--- config.mk ---
export PLATFORM = sky130hd
export DESIGN_NAME = mul_seq8
export DESIGN_NICKNAME = d
export VERILOG_FILES = /design/src/rtl/mul_seq8_pkg.sv /design/src/rtl/mul_seq8_mul2.sv /design/src/rtl/mul_seq8.sv
export SDC_FILE = /design/constraint.sdc
export NUM_CORES = 1
export LEC_CHECK = 0
export CORE_ASPECT_RATIO = 0.9
export CORE_UTILIZATION = 55
export CTS_CLUSTER_SIZE = 40
export DETAILED_ROUTE_END_ITERATION = 12
export HOLD_SLACK_MARGIN = 0.1
export PLACE_DENSITY = 0.88
export SYNTH_ARGS = -nofsm -noshare
export SYNTH_HDL_FRONTEND = slang
export SYNTH_SLANG_ARGS = --single-unit
--- constraint.sdc ---
create_clock -name clk -period 6.25 [get_ports clk]
set_clock_uncertainty 0.15 [all_clocks]
set_input_delay 1.25 -clock clk [delete_from_list [all_inputs] [get_ports clk]]
set_output_delay 1.25 -clock clk [all_outputs]
set_load 0.01 [all_outputs]
--- src/rtl/mul_seq8_pkg.sv ---
// mul_seq8_pkg: shared types and constants for the sequential 8x8 multiplier.
//   - state_e   : FSM state encoding (IDLE/MUL/DONE)
//   - NUM_STEPS : number of nibble partial products per operation
//   - OP_W/NIB_W/RES_W : operand, nibble and result widths
//   - step_shift: left shift applied to each step's partial product
//   - mag8      : operand magnitude (two's-complement absolute value when signed)
package mul_seq8_pkg;

  typedef enum logic [1:0] {
    ST_IDLE = 2'd0,
    ST_MUL  = 2'd1,
    ST_DONE = 2'd2
  } state_e;

  localparam int unsigned NUM_STEPS = 4;
  localparam int unsigned OP_W      = 8;
  localparam int unsigned NIB_W     = 4;
  localparam int unsigned RES_W     = 16;

  // Shift table {0,4,4,8}: lo*lo, hi*lo, lo*hi, hi*hi.
  function automatic logic [3:0] step_shift(input logic [1:0] step);
    logic [3:0] sh;
    case (step)
      2'd0:    sh = 4'd0;
      2'd1:    sh = 4'd4;
      2'd2:    sh = 4'd4;
      2'd3:    sh = 4'd8;
      default: sh = 4'd0;
    endcase
    return sh;
  endfunction

  // |v| for signed operands; -128 maps to 0x80, which is the correct unsigned magnitude.
  function automatic logic [OP_W-1:0] mag8(input logic [OP_W-1:0] v, input logic is_signed);
    logic [OP_W-1:0] m;
    if (is_signed && v[OP_W-1]) begin
      m = 8'd0 - v;
    end else begin
      m = v;
    end
    return m;
  endfunction

endpackage

--- src/rtl/mul_seq8_mul2.sv ---
// mul2: combinational 4x4 -> 8-bit unsigned array multiplier cell.
//   a_i [3:0] : multiplicand nibble
//   b_i [3:0] : multiplier nibble
//   p_o [7:0] : product
module mul2
  import mul_seq8_pkg::*;
(
  input  logic [NIB_W-1:0]   a_i,
  input  logic [NIB_W-1:0]   b_i,
  output logic [2*NIB_W-1:0] p_o
);

  // Plain unsigned product; both operands widened so no bits are lost.
  assign p_o = {4'd0, a_i} * {4'd0, b_i};

endmodule

--- src/rtl/mul_seq8.sv ---
// mul_seq8: 8x8 -> 16-bit multiplier that reuses one 4x4 cell over four cycles.
//   clk, rst            : clock, synchronous active-high reset
//   req_valid/req_ready : operand handshake (ready only in IDLE)
//   a, b                : 8-bit operands, sampled only on the accept edge
//   res_valid/res_ready : result handshake, result held until consumed
//   result              : 16-bit product
//   busy                : high in MUL or DONE
// Parameter SIGNED: 0 = unsigned, 1 = two's complement operands and result.
// Optional build macro MUL_SEQ8_EARLY_EXIT_EN: a zero operand skips the
// nibble steps and the result (0) is presented one cycle after accept.
module mul_seq8
  import mul_seq8_pkg::*;
#(
  parameter int unsigned SIGNED = 0
) (
  input  logic              clk,
  input  logic              rst,
  input  logic              req_valid,
  output logic              req_ready,
  input  logic [OP_W-1:0]   a,
  input  logic [OP_W-1:0]   b,
  output logic              res_valid,
  input  logic              res_ready,
  output logic [RES_W-1:0]  result,
  output logic              busy
);

  localparam logic IS_SIGNED = (SIGNED != 0);

  state_e               state_q;
  logic [1:0]           step_q;
  logic [OP_W-1:0]      ma_q;
  logic [OP_W-1:0]      mb_q;
  logic                 neg_q;
  logic [RES_W-1:0]     acc_q;
  logic [RES_W-1:0]     result_q;
  logic                 res_valid_q;
  logic                 req_ready_q;
  logic                 busy_q;
`ifdef MUL_SEQ8_EARLY_EXIT_EN
  logic                 zero_q;
`endif

  logic [NIB_W-1:0]     nib_a_s;
  logic [NIB_W-1:0]     nib_b_s;
  logic [2*NIB_W-1:0]   pp_s;
  logic [RES_W-1:0]     acc_d;
  logic [RES_W-1:0]     fixed_d;
  logic [OP_W-1:0]      ma_in_s;
  logic [OP_W-1:0]      mb_in_s;
  logic                 neg_in_s;
  logic                 last_step_s;

  // Operand magnitudes and result sign captured at accept.
  assign ma_in_s  = mag8(a, IS_SIGNED);
  assign mb_in_s  = mag8(b, IS_SIGNED);
  assign neg_in_s = IS_SIGNED & (a[OP_W-1] ^ b[OP_W-1]);

  // Step-driven nibble select feeding the shared 4x4 cell.
  always_comb begin
    nib_a_s = ma_q[3:0];
    nib_b_s = mb_q[3:0];
    case (step_q)
      2'd0: begin
        nib_a_s = ma_q[3:0];
        nib_b_s = mb_q[3:0];
      end
      2'd1: begin
        nib_a_s = ma_q[7:4];
        nib_b_s = mb_q[3:0];
      end
      2'd2: begin
        nib_a_s = ma_q[3:0];
        nib_b_s = mb_q[7:4];
      end
      2'd3: begin
        nib_a_s = ma_q[7:4];
        nib_b_s = mb_q[7:4];
      end
      default: begin
        nib_a_s = ma_q[3:0];
        nib_b_s = mb_q[3:0];
      end
    endcase
  end

  mul2 u_mul2 (
    .a_i (nib_a_s),
    .b_i (nib_b_s),
    .p_o (pp_s)
  );

  // Zero-extend the nibble product before shifting so the high bits survive.
  assign acc_d       = acc_q + ({8'd0, pp_s} << step_shift(step_q));
  assign fixed_d     = neg_q ? (16'd0 - acc_d) : acc_d;
  assign last_step_s = (step_q == 2'(NUM_STEPS - 1));

  // Control FSM, datapath registers and registered handshake outputs.
  always_ff @(posedge clk) begin
    if (rst) begin
      state_q     <= ST_IDLE;
      step_q      <= 2'd0;
      ma_q        <= 8'd0;
      mb_q        <= 8'd0;
      neg_q       <= 1'b0;
      acc_q       <= 16'd0;
      result_q    <= 16'd0;
      res_valid_q <= 1'b0;
      req_ready_q <= 1'b1;
      busy_q      <= 1'b0;
`ifdef MUL_SEQ8_EARLY_EXIT_EN
      zero_q      <= 1'b0;
`endif
    end else begin
      case (state_q)
        ST_IDLE: begin
          if (req_valid && req_ready_q) begin
            ma_q        <= ma_in_s;
            mb_q        <= mb_in_s;
            neg_q       <= neg_in_s;
            acc_q       <= 16'd0;
            step_q      <= 2'd0;
            req_ready_q <= 1'b0;
            busy_q      <= 1'b1;
            state_q     <= ST_MUL;
`ifdef MUL_SEQ8_EARLY_EXIT_EN
            zero_q      <= (ma_in_s == 8'd0) || (mb_in_s == 8'd0);
`endif
          end
        end
        ST_MUL: begin
`ifdef MUL_SEQ8_EARLY_EXIT_EN
          if (zero_q) begin
            // Product is known to be zero: skip the nibble steps.
            result_q    <= 16'd0;
            res_valid_q <= 1'b1;
            state_q     <= ST_DONE;
          end else begin
            acc_q  <= acc_d;
            step_q <= step_q + 2'd1;
            if (last_step_s) begin
              result_q    <= fixed_d;
              res_valid_q <= 1'b1;
              state_q     <= ST_DONE;
            end
          end
`else
          acc_q  <= acc_d;
          step_q <= step_q + 2'd1;
          if (last_step_s) begin
            result_q    <= fixed_d;
            res_valid_q <= 1'b1;
            state_q     <= ST_DONE;
          end
`endif
        end
        ST_DONE: begin
          // Returning to IDLE here means a new request waits one more cycle.
          if (res_valid_q && res_ready) begin
            res_valid_q <= 1'b0;
            req_ready_q <= 1'b1;
            busy_q      <= 1'b0;
            state_q     <= ST_IDLE;
          end
        end
        default: begin
          state_q     <= ST_IDLE;
          res_valid_q <= 1'b0;
          req_ready_q <= 1'b1;
          busy_q      <= 1'b0;
        end
      endcase
    end
  end

  assign req_ready = req_ready_q;
  assign res_valid = res_valid_q;
  assign result    = result_q;
  assign busy      = busy_q;

endmodule
# Word level (Yosys, flattened, before mapping)
# Cells that the tools add are included.
# W data, S select, Z words.
op_classes:
  eq_ne: 8
  n_shift: 1
  reduce_logical: 16
  bitwise: 2
  mux: 19
  addsub: 2
  multipliers: 1
op_table:
  columns: ["cell", "count"]
  rows:
  - ["$pmux W16 S2", 1]
  - ["$add A16 B16 Y16", 1]
  - ["$mux W16", 1]
  - ["$pmux W4 S2", 2]
  - ["$shl A8 B4 Y16", 1]
  - ["$pmux W4 S3", 1]
  - ["$reduce_or A2 Y1", 5]
  - ["$pmux W1 S3", 3]
  - ["$reduce_and A3 Y1", 3]
  - ["$mul A4 B4 Y8", 1]
  - ["$mux W2", 4]
  - ["$eq A2 B2 Y1 const B", 3]
  - ["$ne A2 B2 Y1 const B", 3]
  - ["$pmux W2 S3", 1]
  - ["$reduce_and A2 Y1", 3]
  - ["$mux W1", 5]
  - ["$eq A2 B1 Y1 const B", 2]
  - ["$logic_not A2 Y1", 2]
  - ["$pmux W2 S2", 1]
  - ["$add A2 B1 Y2 const B", 1]
  - ["$logic_and A1 B1 Y1", 2]
  - ["$not A1 Y1", 2]
  - ["$reduce_bool A2 Y1", 1]
totals:
  regBits: 55
  in_bits: 20
  wordCells: 58
  output_inout_bits: 19

# Longest topological paths before layout
# Gate-level depths: netlist (run 1).
depth:
  depth_word: 7
  depth_mapped: 23
  depth_no_buf: 23

# By module
# Synthesis (run 1) repeated with hierarchy kept, for this count alone.
hier_totals:
  hier_cells: 424
  area_unflattened_um2: 3483.3
by_module_without_submodules:
  columns: ["mod", "area_per_inst_um2", "seq_area_each_um2", "n_inst", "cells_each"]
  rows:
  - ["mul_seq8", 3037.9, 1101.1, 1, 373]
  - ["mul2", 445.4, 0.0, 1, 51]

# Least setup slack after synthesis (run 1)
# OpenSTA, ideal clock, no wires.
synth_timing:
  path_kind: "flip-flop to flip-flop"
  startpoint: "reg step_q[0]"
  endpoint: "reg result_q[12] (netlist: result[12])"
  path_stages_with_launch: 24
  setup_slack_ns: 0.693
  setup_time_ns: 0.122
  required_ns: 5.978
  path_buffers: 0
  t_arrival_ns: 5.284
  cell_sequence: "dfxtp_1 inv_1 ha_1 nor2_1 mux2i_1 or2_2 fa_1 inv_1 fa_1 inv_1 fa_1 o21ai_0 a21oi_1 xnor2_1 mux2i_1 nor2_1 ha_1 or3_1 a31oi_1 nor2b_1 and4_1 a21oi_2 nor4_1 a311o_1"
synth_between:
  elab_chain_cells: 6
  elab_cells_between_ends: 16
  classes_between: "add/sub: 1; mul: 1; eq/ne: 3; shift: 1; mux: 3; reduce/logical: 7"
synth_rtl:
  columns: ["item", "line", "source"]
  rows:
  - ["start, declared", "mul_seq8.sv:31", "logic [1:0] step_q;"]
  - ["start signal, assigned", "mul_seq8.sv:149", "step_q <= step_q + 2'd1;"]
  - ["$eq A2 B2 Y1 (tied with other cells)", "mul_seq8_pkg.sv:23, mul_seq8.sv:63, mul_seq8.sv:96", null]
  - ["$reduce_or A2 Y1 (no line)", null, null]
  - ["$pmux W4 S2", "mul_seq8.sv:63", "case (step_q)"]
  - ["$mul A4 B4 Y8", "mul_seq8_mul2.sv:14", "assign p_o = {4'd0, a_i} * {4'd0, b_i};"]
  - ["$shl A8 B4 Y16", "mul_seq8.sv:94", "assign acc_d = acc_q + ({8'd0, pp_s} << step_shift(step_q));"]
  - ["$add A16 B16 Y16", "mul_seq8.sv:94", null]
  - ["end signal, assigned", "mul_seq8.sv:151", "result_q <= fixed_d;"]
  - ["end, declared", "mul_seq8.sv:36", "logic [RES_W-1:0] result_q;"]
# Several ways; a longest one is shown, not always the timed one. The select of a mux whose other input is x is not followed.
# A chain may end at the register's enable or synchronous reset.

# Worst setup path after layout (run 1)
layout_timing:
  startpoint: "reg step_q[1]"
  endpoint: "reg result_q[12] (netlist: result[12])"
# The elaborated chain is that of the path after synthesis.

==> results of run 1 <==
[critical path, cell delays in order (launching register included)]
cell and delay [ns]:
dfxtp_1 0.41, inv_1 0.06, ha_1 0.19, nor2_2 0.26
mux2i_1 0.21, or2_2 0.34, fa_1 0.48, inv_1 0.05
fa_1 0.56, inv_1 0.07, fa_1 0.44, o21ai_0 0.17
a21oi_1 0.10, xnor2_1 0.15, mux2i_1 0.20, nor2_1 0.08
ha_1 0.36, or3_1 0.39, a31oi_1 0.17, nor2b_1 0.08
and4_1 0.21, a21oi_2 0.20, nor4_1 0.07, a311o_1 0.33
[power by group through the flow]
stage	clock network (mW)	logic (mW)	registers (mW)
floorplan	0	0.0610	0.375
global placement	0	0.0875	0.376
detailed placement	0	0.0907	0.376
CTS	0.201	0.0914	0.368
global route	0.215	0.102	0.370
finish	0.200	0.0925	0.368
[metrics by stage]
step                worst slack (ns)  area (um2)
CTS                            0.271        3820
global route                  0.0286        3830
detailed placement             0.283        3730
finish                         0.409        3830
global placement               0.432        3730
floorplan                      0.693        3330
[flip-flops by register name, indices dropped and copies added, names as in the netlist]
| signal | cells |
|---|---|
| state_q | 2 |
| res_valid | 1 |
| busy | 1 |
| acc_q | 16 |
| mb_q | 8 |
| step_q | 2 |
| req_ready | 1 |
| ma_q | 8 |
| result | 16 |
[metal layers]
metal	vias up	share of wire, %	track usage [%]
li1	1493	-	-
met1	1366	48	31.1
met2	67	46	39.1
met3	14	4.5	3.58
met4	0	1.8	7.09
met5	-	0	0
[synthesized netlist by cell type, drive strengths merged, types with 2 or more instances]
library cell / count
inv: 18
o22ai: 2
o21ai: 15
a211o: 2
a31oi: 7
or3: 3
a22o: 8
dfxtp: 55
a311o: 2
and2: 2
fa: 5
nor2b: 5
xor2: 7
xnor2: 11
and4: 5
mux2i: 10
ha: 31
nor4: 4
nand4: 2
and3: 5
a21oi: 47
buf: 3
nor2: 47
nand2: 68
nor3: 6
clkbuf: 13
a21o: 4
or2: 5
nand3: 9
[repair_timing]
action / CTS / global route
endpoints found under the setup margin: 0 / 10
hold buffers: 0 / 0
gates resized for setup: 0 / 3
endpoints found under the hold margin: 0 / 0
[worst min-delay path by stage]
stage	startpoint	endpoint	slack (ns)
2_1_floorplan	ma_q[4]$_SDFFE_PP0P_	ma_q[4]$_SDFFE_PP0P_	0.29
3_3_place_gp	result[7]$_SDFFE_PP0P_	result[7]$_SDFFE_PP0P_	0.29
3_5_place_dp	result[3]$_SDFFE_PP0P_	result[3]$_SDFFE_PP0P_	0.30
4_1_cts	mb_q[6]$_SDFFE_PP0P_	mb_q[6]$_SDFFE_PP0P_	0.31
5_1_grt	ma_q[0]$_SDFFE_PP0P_	ma_q[0]$_SDFFE_PP0P_	0.34
6_report	result[7]$_SDFFE_PP0P_	result[7]$_SDFFE_PP0P_	0.31
[cells by family (layout without fill, tap and decap cells)]
family	count (synthesis)	after routing	synth area share (%)
AO/OA/AOI/OAI	97	97	18.1
XOR/XNOR	18	18	4.74
buffers and inverters	34	65	4.29
flip-flops	55	55	33.1
AND/OR/NAND/NOR	163	163	22.1
adder cells (fa/ha/maj)	36	36	14.7
multiplexers	10	10	3.01
[cell type report]
class | count | area, um2 | share of cell area, %
clock inverters | 3 | 20.0 | 0.523
clock buffers | 5 | 68.8 | 1.80
repair buffers | 39 | 388 | 10.1
inverters | 18 | 67.6 | 1.77
well taps | 70 | 87.6 | 2.29
multi-input cells | 324 | 2090 | 54.7
flip-flops and latches | 55 | 1100 | 28.8
==> summary.md, run 1 <==
| Metric | Value |
|---|---|
| Final worst path period need | 5.84 ns |
| Post-synth ARST share | 0% |
| CTS tree | built |
| CP endpoint | result[12]$_SDFFE_PP0P_ |
| Layout fillers | 465 |
| Post-synth net total | 469 |
| Most common cell after layout, fill and taps aside | nand2_1 |
| First-pass GRT wire length | 11800 um |
| Sequential cell fraction of total power | 55.8% |
| Global Route Usage Sum | 23.1% |
| Die width | 84.0 um |
| Critical path data arrival time | 5.90 ns |
| CP Data Required Time | 6.31 ns |
| Hold Slack | 0.308 ns |
| Internal power | 475 uW |
| Overflow after GRT | 0 |
| Largest cells by area after synthesis | dfxtp_1, ha_1, nand2_1 |
| FF-to-FF path depth | 23 |
| H-Tree Depth | 2 |
| Nets | 499 |
| # Post-CTS Setup Buffers | 0 |
| Initial Util | 57.8% |
| Worst-Skew Late Latency | 0.31 ns |
| Crit share post-route | 93.5% |
| Max frequency | 171 MHz |
| Core ar. | 0.00576 mm2 |
| DRC | 0 |
| Via/cell ratio | 5.72 |
| Crit start category | flop |
| Warnings from Yosys | 0 |
| Routed len/inst | 14.3 um |
| Post-synth EDFFs | 0 |
| Total power | 660 uW |
| Synth Register Bits | 55 |
| Diodes inserted | 0 |
| Max_cap viols | 0 |
| Leakage dissipation | 1.68 nW |
| Synth top area share | 33.1% |
| Root Driver | clkbuf_8 |
| Die Area | 0.00636 mm2 |
| Synthesized area per cell | 8.06 um2 |
| Final cell count without fillers | 514 |
| Routability-driven placement congestion ratio | 0.940 |
| Port Buffers | 38 |
| TritonCTS Buffers | 5 |
| Reg2reg setup slack | 0.41 ns |
| Dpl cells | 506 |
| Row count | 26 |
| Die Y | 75.8 um |
| Cell taking the most area after synthesis | dfxtp_1 |
| Sw power | 185 uW |
| Sequential fraction of the synthesis area | 33.1% |
| Final ANT Viol Nets | 0 |
| Measured slew at the worst slew-check pin | 1.06 ns |
| Dominant synthesized flop cell | dfxtp_1 |
| Yosys cell types | 47 |
| Num Clock Sinks | 55 |
| Worst setup EP type | flop |
| DRT Pass-1 Iters | 4 |
| Final Setup Violations | 0 |
| Vias after detailed routing | 2940 |
| Switch share | 28.0% |
| I/O Pins | 39 |
| Unrepaired setup endpoints after global routing | no |
| Synthesized area | 0.00333 mm2 |
| Slew headroom | 29.1% |
| Most frequent cells in the layout | nand2_1, dfxtp_1, nor2_1, a21oi_1, clkdlybuf4s50_1 |
| Worst hold path type | flop to flop |
| Post-layout util | 66.4% |
| Power per standard cell area | 173 mW/mm2 |
| Setup crit start | step_q[1]$_SDFFE_PP0P_ |
| Clk pwr share | 30.2% |
| Reg2reg start | step_q[1]$_SDFFE_PP0P_ |
| Hold path depth | 2 |
| R2R Path End | result[12]$_SDFFE_PP0P_ |
| Comb pwr share | 14.0% |
| Kind of critical path | flop to flop |
| Iter 0 DRT Violations | 186 |
| Worst Path Max Fanout | 6 |
| Status | completed |
| Drt total wl | 7360 um |
| Largest net degree at the start of global routing | 46 |
| Post-Syn Instances | 413 |
| Vias in the first global route | 2629 |
| Setup_tns | 0 ns |
| Clk buf depth | 2 |
| HPWL after detailed placement | 5410 um |
| Layout cells sized above 1 | 5.63% |
| Clock slew at reported path FFs | 0.10 ns |
| Maximum vdd ir drop | 0.114 mV |
| Final Slew Violations | 0 |
| Final Hold Vio Count | 0 |
| Synth-to-Final Area Change | 15.0% |
| Initial antenna violation count | 0 |
(Power assumes the default switching activity.)
==> inputs of run 2 (changes only) <==
--- a/config.mk
+++ b/config.mk
@@ -5,12 +5,13 @@
 export SDC_FILE = /design/constraint.sdc
 export NUM_CORES = 1
 export LEC_CHECK = 0
+export CAP_MARGIN = 0
 export CORE_ASPECT_RATIO = 0.9
-export CORE_UTILIZATION = 55
+export CORE_UTILIZATION = 56
 export CTS_CLUSTER_SIZE = 40
 export DETAILED_ROUTE_END_ITERATION = 12
 export HOLD_SLACK_MARGIN = 0.1
-export PLACE_DENSITY = 0.88
+export PLACE_DENSITY = 0.89
 export SYNTH_ARGS = -nofsm -noshare
 export SYNTH_HDL_FRONTEND = slang
 export SYNTH_SLANG_ARGS = --single-unit
==> run 2 against run 1 <==
Effect of this change: count of clock-buffer cells in the layout unchanged; register-to-register slack worse by 0.06 ns; total power up 0.63%; critical path depth down 1; sequential power about the same; critical endpoint unchanged.
==> summary.md, run 2 (synthesized netlist as in run 1, its figures left out) <==
| Metric | Value |
|---|---|
| CP dominant cell by count | fa_1 |
| Vias in the first global route | 2759 (+4.9%) |
| Synth-to-Final Area Change | 15.0% (about the same) |
| DRC | 0 (unchanged) |
| Iter 0 DRT Violations | 143 (-23%) |
| Most common cell after layout, fill and taps aside | nand2_1 |
| Unrepaired setup endpoints after global routing | no |
| Max frequency | 170 MHz (-0.96%) |
| Vias after detailed routing | 3006 (+2.2%) |
| Clock slew at reported path FFs | 0.11 ns (about the same) |
| Measured slew at the worst slew-check pin | 1.11 ns (+0.0524 ns) |
| Nets | 499 (unchanged) |
| # resized after CTS | 0 (unchanged) |
| Routability-driven placement congestion ratio | 0.895 (-4.8%) |
| Max_cap viols | 0 (unchanged) |
| Crit share post-route | 94.4% (+0.90 points) |
| Final Setup Violations | 0 (unchanged) |
| Routed len/inst | 15.4 um (+7.4%) |
| Worst Path Max Fanout | 6 (unchanged) |
| Final ANT Viol Nets | 0 (unchanged) |
| Crit start category | flop |
| Most frequent cells in the layout | nand2_1, dfxtp_1, nor2_1, a21oi_1, clkdlybuf4s50_1 |
| Critical path data arrival time | 5.95 ns (+0.05 ns) |
| Status | completed |
| Leakage dissipation | 1.69 nW (+0.15%) |
| Initial antenna violation count | 0 (unchanged) |
| Overflow after GRT | 0 (unchanged) |
| DRT Pass-1 Iters | 4 (unchanged) |
| Final Slew Violations | 0 (unchanged) |
| CTS tree | built |
| TritonCTS Buffers | 5 (unchanged) |
| Slew headroom | 25.6% (-3.5 points) |
| HPWL after detailed placement | 5900 um (+8.9%) |
| Finished Cell Area | 0.00383 mm2 (about the same) |
| Post-CTS Hold Buffers | 0 (unchanged) |
| Worst hold path type | flop to flop |
| Initial Util | 58.4% (+0.66 points) |
| Power per standard cell area | 174 mW/mm2 (+0.60%) |
| Die width | 83.2 um (-0.88%) |
| Dpl cells | 506 (unchanged) |
| Port Buffers | 38 (unchanged) |
| Clk buf depth | 2 (unchanged) |
| Worst setup EP type | flop |
| Maximum vdd ir drop | 0.163 mV (+44%) |
| Diodes inserted | 0 (unchanged) |
| Final worst path period need | 5.90 ns (+0.0565 ns) |
| Row count | 26 (unchanged) |
| H-Tree Depth | 2 (unchanged) |
| Setup_tns | 0 ns (unchanged) |
| Die Area | 0.00625 mm2 (-1.7%) |
| Worst-Skew Late Latency | 0.31 ns (about the same) |
| Layout fillers | 447 (-3.9%) |
| CP peak stage delay | 0.56 ns (about the same) |
| # Post-CTS Setup Buffers | 0 (unchanged) |
| Crit-path cells | ha_1 > nor2_4 > mux2i_1 > or2_2 > fa_1 > inv_1 > fa_1 > inv_1 > fa_1 > o21ai_0 > a21oi_1 > xnor2_1 > mux2i_1 > nor2_1 > ha_1 > or3_1 > a31oi_1 > nor2b_1 > and4_1 > a21oi_2 > nor4_1 > a311o_1 |
| Total power | 664 uW (+0.63%) |
| Global Route Usage Sum | 24.9% (+1.8 points) |
| Layout cells sized above 1 | 5.42% (-0.21 points) |
| First-pass GRT wire length | 12500 um (+6.3%) |
| Final cell count without fillers | 513 (-0.19%) |
| Slowest cell on crit path | fa_1 |
| Area after DPL | 0.00373 mm2 (unchanged) |
| Largest net degree at the start of global routing | 27 (-41%) |
| Root Driver | clkbuf_8 |
| Kind of critical path | flop to flop |
| I/O Pins | 39 (unchanged) |
| Num Clock Sinks | 55 (unchanged) |
| Core ar. | 0.00569 mm2 (-1.1%) |
| CP Data Required Time | 6.31 ns (about the same) |
| Drt total wl | 7900 um (+7.2%) |
| Die Y | 75.1 um (-0.88%) |
| Via/cell ratio | 5.86 (+2.4%) |
| Final Hold Vio Count | 0 (unchanged) |
==> run 2: cell count changes in the layout (fill, tap and decap cells not counted) <==
cell,delta
clkinv_2,-1
clkinvlp_4,-1
inv_6,+1
nor2_2,-1
nor2_4,+1
==> run 2: metal layers <==
metal / vias to the layer above / track usage, % / share of wire [%]
met2: 73 / 43.0 / 46
met1: 1423 / 32.2 / 48
met5: - / 0 / 0
li1: 1496 / - / -
met4: 0 / 9.00 / 1.5
met3: 14 / 4.06 / 4.5
==> run 2: layout make-up <==
type	count	area [um2]	share of cell area, %
multi-input cells	324	2100	54.8
well taps	70	87.6	2.29
inverters	18	67.6	1.77
clock buffers	5	68.8	1.80
repair buffers	39	388	10.1
flip-flops and latches	55	1100	28.8
clock inverters	2	16.3	0.425
==> run 2: power breakdown <==
group          total [mW]  internal (mW)  leakage, nW  switching, mW
logic              0.0958         0.0361         1.20         0.0598
clock network       0.200         0.0785       0.0406          0.122
registers           0.368          0.361        0.446        0.00695
total               0.664          0.476         1.69          0.189
==> run 2: final timing paths <==
kind | start | endpoint | slack, ns | cells after the start
setup reg to reg | step_q[1]$_SDFFE_PP0P_ | result[12]$_SDFFE_PP0P_ | 0.35 | 22
hold reg to reg | ma_q[5]$_SDFFE_PP0P_ | ma_q[5]$_SDFFE_PP0P_ | 0.31 | 2
setup / recovery | step_q[1]$_SDFFE_PP0P_ | result[12]$_SDFFE_PP0P_ | 0.35 | 22
hold / removal | ma_q[5]$_SDFFE_PP0P_ | ma_q[5]$_SDFFE_PP0P_ | 0.31 | 2
==> run 2: critical path, delay by kind of cell (launching register included) <==
kind	cells	cell delay, ns
multiplexers	2	0.35
flip-flops	1	0.42
buffers and inverters	2	0.12
XOR/XNOR	1	0.21
AO/OA/AOI/OAI	5	1.00
adder cells (fa/ha/maj)	5	2.16
AND/OR/NAND/NOR	7	1.38
==> run 2: stage by stage <==
step	hold slack [ns]	setup slack (ns)	util, %
after CTS	0.312	0.175	67.0
final	0.310	0.353	67.2
after global placement	0.293	0.405	65.5
after detailed placement	0.297	0.232	65.5
after floorplan	0.286	0.693	-
after global routing	0.341	0.0710	67.2
==> inputs of run 3 (changes only) <==
--- a/config.mk
+++ b/config.mk
@@ -8,10 +8,12 @@
 export CAP_MARGIN = 0
 export CORE_ASPECT_RATIO = 0.9
 export CORE_UTILIZATION = 56
+export CTS_CLUSTER_DIAMETER = 50
 export CTS_CLUSTER_SIZE = 40
 export DETAILED_ROUTE_END_ITERATION = 12
 export HOLD_SLACK_MARGIN = 0.1
 export PLACE_DENSITY = 0.89
+export SETUP_SLACK_MARGIN = 0.1
 export SYNTH_ARGS = -nofsm -noshare
 export SYNTH_HDL_FRONTEND = slang
 export SYNTH_SLANG_ARGS = --single-unit
==> run 3 against run 2 <==
Effect of this change: critical path depth up 1; non-clock buffer count up 1; via count unchanged; design area up 0.59%; setup slack better by 0.027 ns; register-to-register slack better by 0.03 ns; routed wire length down 0.15%.
==> summary.md, run 3 (synthesized netlist as in run 1, its figures left out) <==
| Metric | Value |
|---|---|
| First-pass GRT wire length | 12500 um (unchanged) |
| Maximum vdd ir drop | 0.163 mV (-0.12%) |
| Via/cell ratio | 5.85 (-0.19%) |
| Measured slew at the worst slew-check pin | 1.08 ns (-0.0313 ns) |
| Unrepaired setup endpoints after global routing | no |
| Sw power | 188 uW (-0.35%) |
| Routability-driven placement congestion ratio | 0.895 (unchanged) |
| Port Buffers | 38 (unchanged) |
| Critical path depth | 23 (+4.5%) |
| HP Start | ma_q[5]$_SDFFE_PP0P_ |
| Vias in the first global route | 2759 (unchanged) |
| Pre-CTS setup slack | 0.232 ns (unchanged) |
| FF-to-FF path depth | 23 (+4.5%) |
| CP Data Required Time | 6.30 ns (about the same) |
| Reg2reg start | step_q[0]$_SDFFE_PP0P_ |
| Drt total wl | 7880 um (-0.15%) |
| Die Area | 0.00625 mm2 (unchanged) |
| Crit start category | flop |
| Sequential cell fraction of total power | 55.4% (about the same) |
| Comb pwr share | 14.5% (about the same) |
| Slowest cell on crit path | fa_1 |
| Clk pwr share | 30.1% (about the same) |
| Final cell count without fillers | 514 (+0.19%) |
| Hold path depth | 2 (unchanged) |
| Final ANT Viol Nets | 0 (unchanged) |
| HPWL after detailed placement | 5900 um (unchanged) |
| Vias after detailed routing | 3006 (unchanged) |
| Internal power | 476 uW (about the same) |
| Most frequent cells in the layout | nand2_1, dfxtp_1, nor2_1, a21oi_1, clkdlybuf4s50_1 |
| Crit-path cells | inv_1 > ha_1 > nor2_4 > mux2i_1 > or2_2 > fa_1 > inv_1 > fa_1 > inv_1 > fa_1 > o21ai_0 > a21oi_1 > xnor2_1 > mux2i_1 > nor2_1 > ha_4 > or3_1 > a31oi_1 > nor2b_1 > and4_1 > a21oi_2 > nor4_1 > a311o_1 |
| Iter 0 DRT Violations | 155 (+8.4%) |
| Worst Hold End | ma_q[5]$_SDFFE_PP0P_ |
| CP delay by family, top | adder cells |
| Clock slew at reported path FFs | 0.10 ns (about the same) |
| Num Clock Sinks | 55 (unchanged) |
| Overflow after GRT | 0 (unchanged) |
| Worst Setup Slack, final | 0.380 ns (+0.0267 ns) |
| Reg2reg setup slack | 0.38 ns (+0.03 ns) |
| Post-CTS Hold Buffers | 0 (unchanged) |
| Critical path buffers and inverters | 3 (+1) |
| Final Setup Violations | 0 (unchanged) |
| Die width | 83.2 um (unchanged) |
| Routed len/inst | 15.3 um (-0.35%) |
| Power per standard cell area | 172 mW/mm2 (-0.63%) |
| Worst setup EP type | flop |
| Worst hold path type | flop to flop |
| Clk buf depth | 2 (unchanged) |
| Worst-Skew Late Latency | 0.31 ns (about the same) |
| H-Tree Depth | 2 (unchanged) |
| Switch share | 28.3% (-0.087 points) |
| R2R Path End | result[12]$_SDFFE_PP0P_ |
| Initial Util | 58.4% (unchanged) |
| Status | completed |
| Layout cells sized above 1 | 6.08% (+0.66 points) |
| Diodes inserted | 0 (unchanged) |
| CP peak stage delay | 0.56 ns (about the same) |
| Largest net degree at the start of global routing | 27 (unchanged) |
| Root Driver | clkbuf_8 |
| I/O Pins | 39 (unchanged) |
| Final Slew Violations | 0 (unchanged) |
| Global Route Usage Sum | 24.9% (unchanged) |
| Kind of critical path | flop to flop |
| Post-layout util | 67.6% (+0.40 points) |
| Max_cap viols | 0 (unchanged) |
| DRT Pass-1 Iters | 4 (unchanged) |
| TritonCTS Buffers | 5 (unchanged) |
| Die Y | 75.1 um (unchanged) |
| Dpl cells | 506 (unchanged) |
| Core ar. | 0.00569 mm2 (unchanged) |
| Final Hold Vio Count | 0 (unchanged) |
| Nets | 500 (+0.20%) |
| Initial antenna violation count | 0 (unchanged) |
| Row count | 26 (unchanged) |
| CTS tree | built |
| Worst Path Max Fanout | 6 (unchanged) |
| Slew headroom | 27.7% (+2.1 points) |
| Crit share post-route | 93.9% (-0.43 points) |
| Setup_tns | 0 ns (unchanged) |
| Most common cell after layout, fill and taps aside | nand2_1 |
| Max frequency | 170 MHz (+0.45%) |
| DRC | 0 (unchanged) |
| Synth-to-Final Area Change | 15.7% |
| Critical path data arrival time | 5.92 ns (-0.03 ns) |
| Leakage dissipation | 1.68 nW (about the same) |
| Final worst path period need | 5.87 ns (-0.0267 ns) |
## run 3: worst reg2reg max path, delay by kind of cell (launching register included)
kind | cells | cell delay [ns]
adders and majority gates | 5 | 2.03
and+or+nand+nor | 7 | 1.45
AOI/OAI and AO/OA | 5 | 1.00
DFF | 1 | 0.40
muxes | 2 | 0.28
buffers and inverters | 3 | 0.22
xor gates and xnor gates | 1 | 0.22
## run 3: power groups by stage
stage                     clock network (mW)  logic [mW]  registers, mW
after floorplan                            0      0.0610          0.375
after CTS                              0.203      0.0931          0.368
after detailed placement                   0      0.0922          0.376
after global placement                     0      0.0884          0.376
final                                  0.200      0.0960          0.368
after global routing                   0.217       0.106          0.369
## run 3: per-layer routing
layer / vias up / wire (um) / global-route usage [%]
met3: 15 / 455 / 4.06
li1: 1494 / - / -
met4: 0 / 113 / 9.00
met5: - / 0 / 0
met2: 88 / 3690 / 43.0
met1: 1409 / 3620 / 32.2
## run 3: per-stage QoR
| step | instance area, um2 | hold WS (ns) | power (mW) |
|---|---|---|---|
| floorplan | 3330 | 0.286 | 0.436 |
| global placement | 3730 | 0.293 | 0.464 |
| detailed placement | 3730 | 0.297 | 0.468 |
| CTS | 3810 | 0.312 | 0.664 |
| global route | 3850 | 0.341 | 0.692 |
| finish | 3850 | 0.310 | 0.664 |
## run 3: worst max path at each step
stage / start / endpoint / slack, ns
floorplan: step_q[0]$_SDFFE_PP0P_ / result[12]$_SDFFE_PP0P_ / 0.69
global placement: step_q[0]$_SDFFE_PP0P_ / result[12]$_SDFFE_PP0P_ / 0.40
detailed placement: step_q[0]$_SDFFE_PP0P_ / result[12]$_SDFFE_PP0P_ / 0.23
CTS: step_q[0]$_SDFFE_PP0P_ / result[12]$_SDFFE_PP0P_ / 0.18
global route: step_q[0]$_SDFFE_PP0P_ / result[12]$_SDFFE_PP0P_ / 0.12
finish: step_q[0]$_SDFFE_PP0P_ / result[12]$_SDFFE_PP0P_ / 0.38
## run 3: what timing repair did
action / 4_1_cts / 5_1_grt
setup buffers: 0 / 1
endpoints found under the setup margin: 0 / 12
resized for setup: 0 / 6
## run 3: cell type report
type	count	area (um2)
Clock inverter	2	16.3
Clock buffer	5	68.8
Timing Repair Buffer	40	395
Sequential cell	55	1100
Tap cell	70	87.6
Fill cell	444	1840
Multi-Input combinational cell	324	2110
Inverter	18	67.6
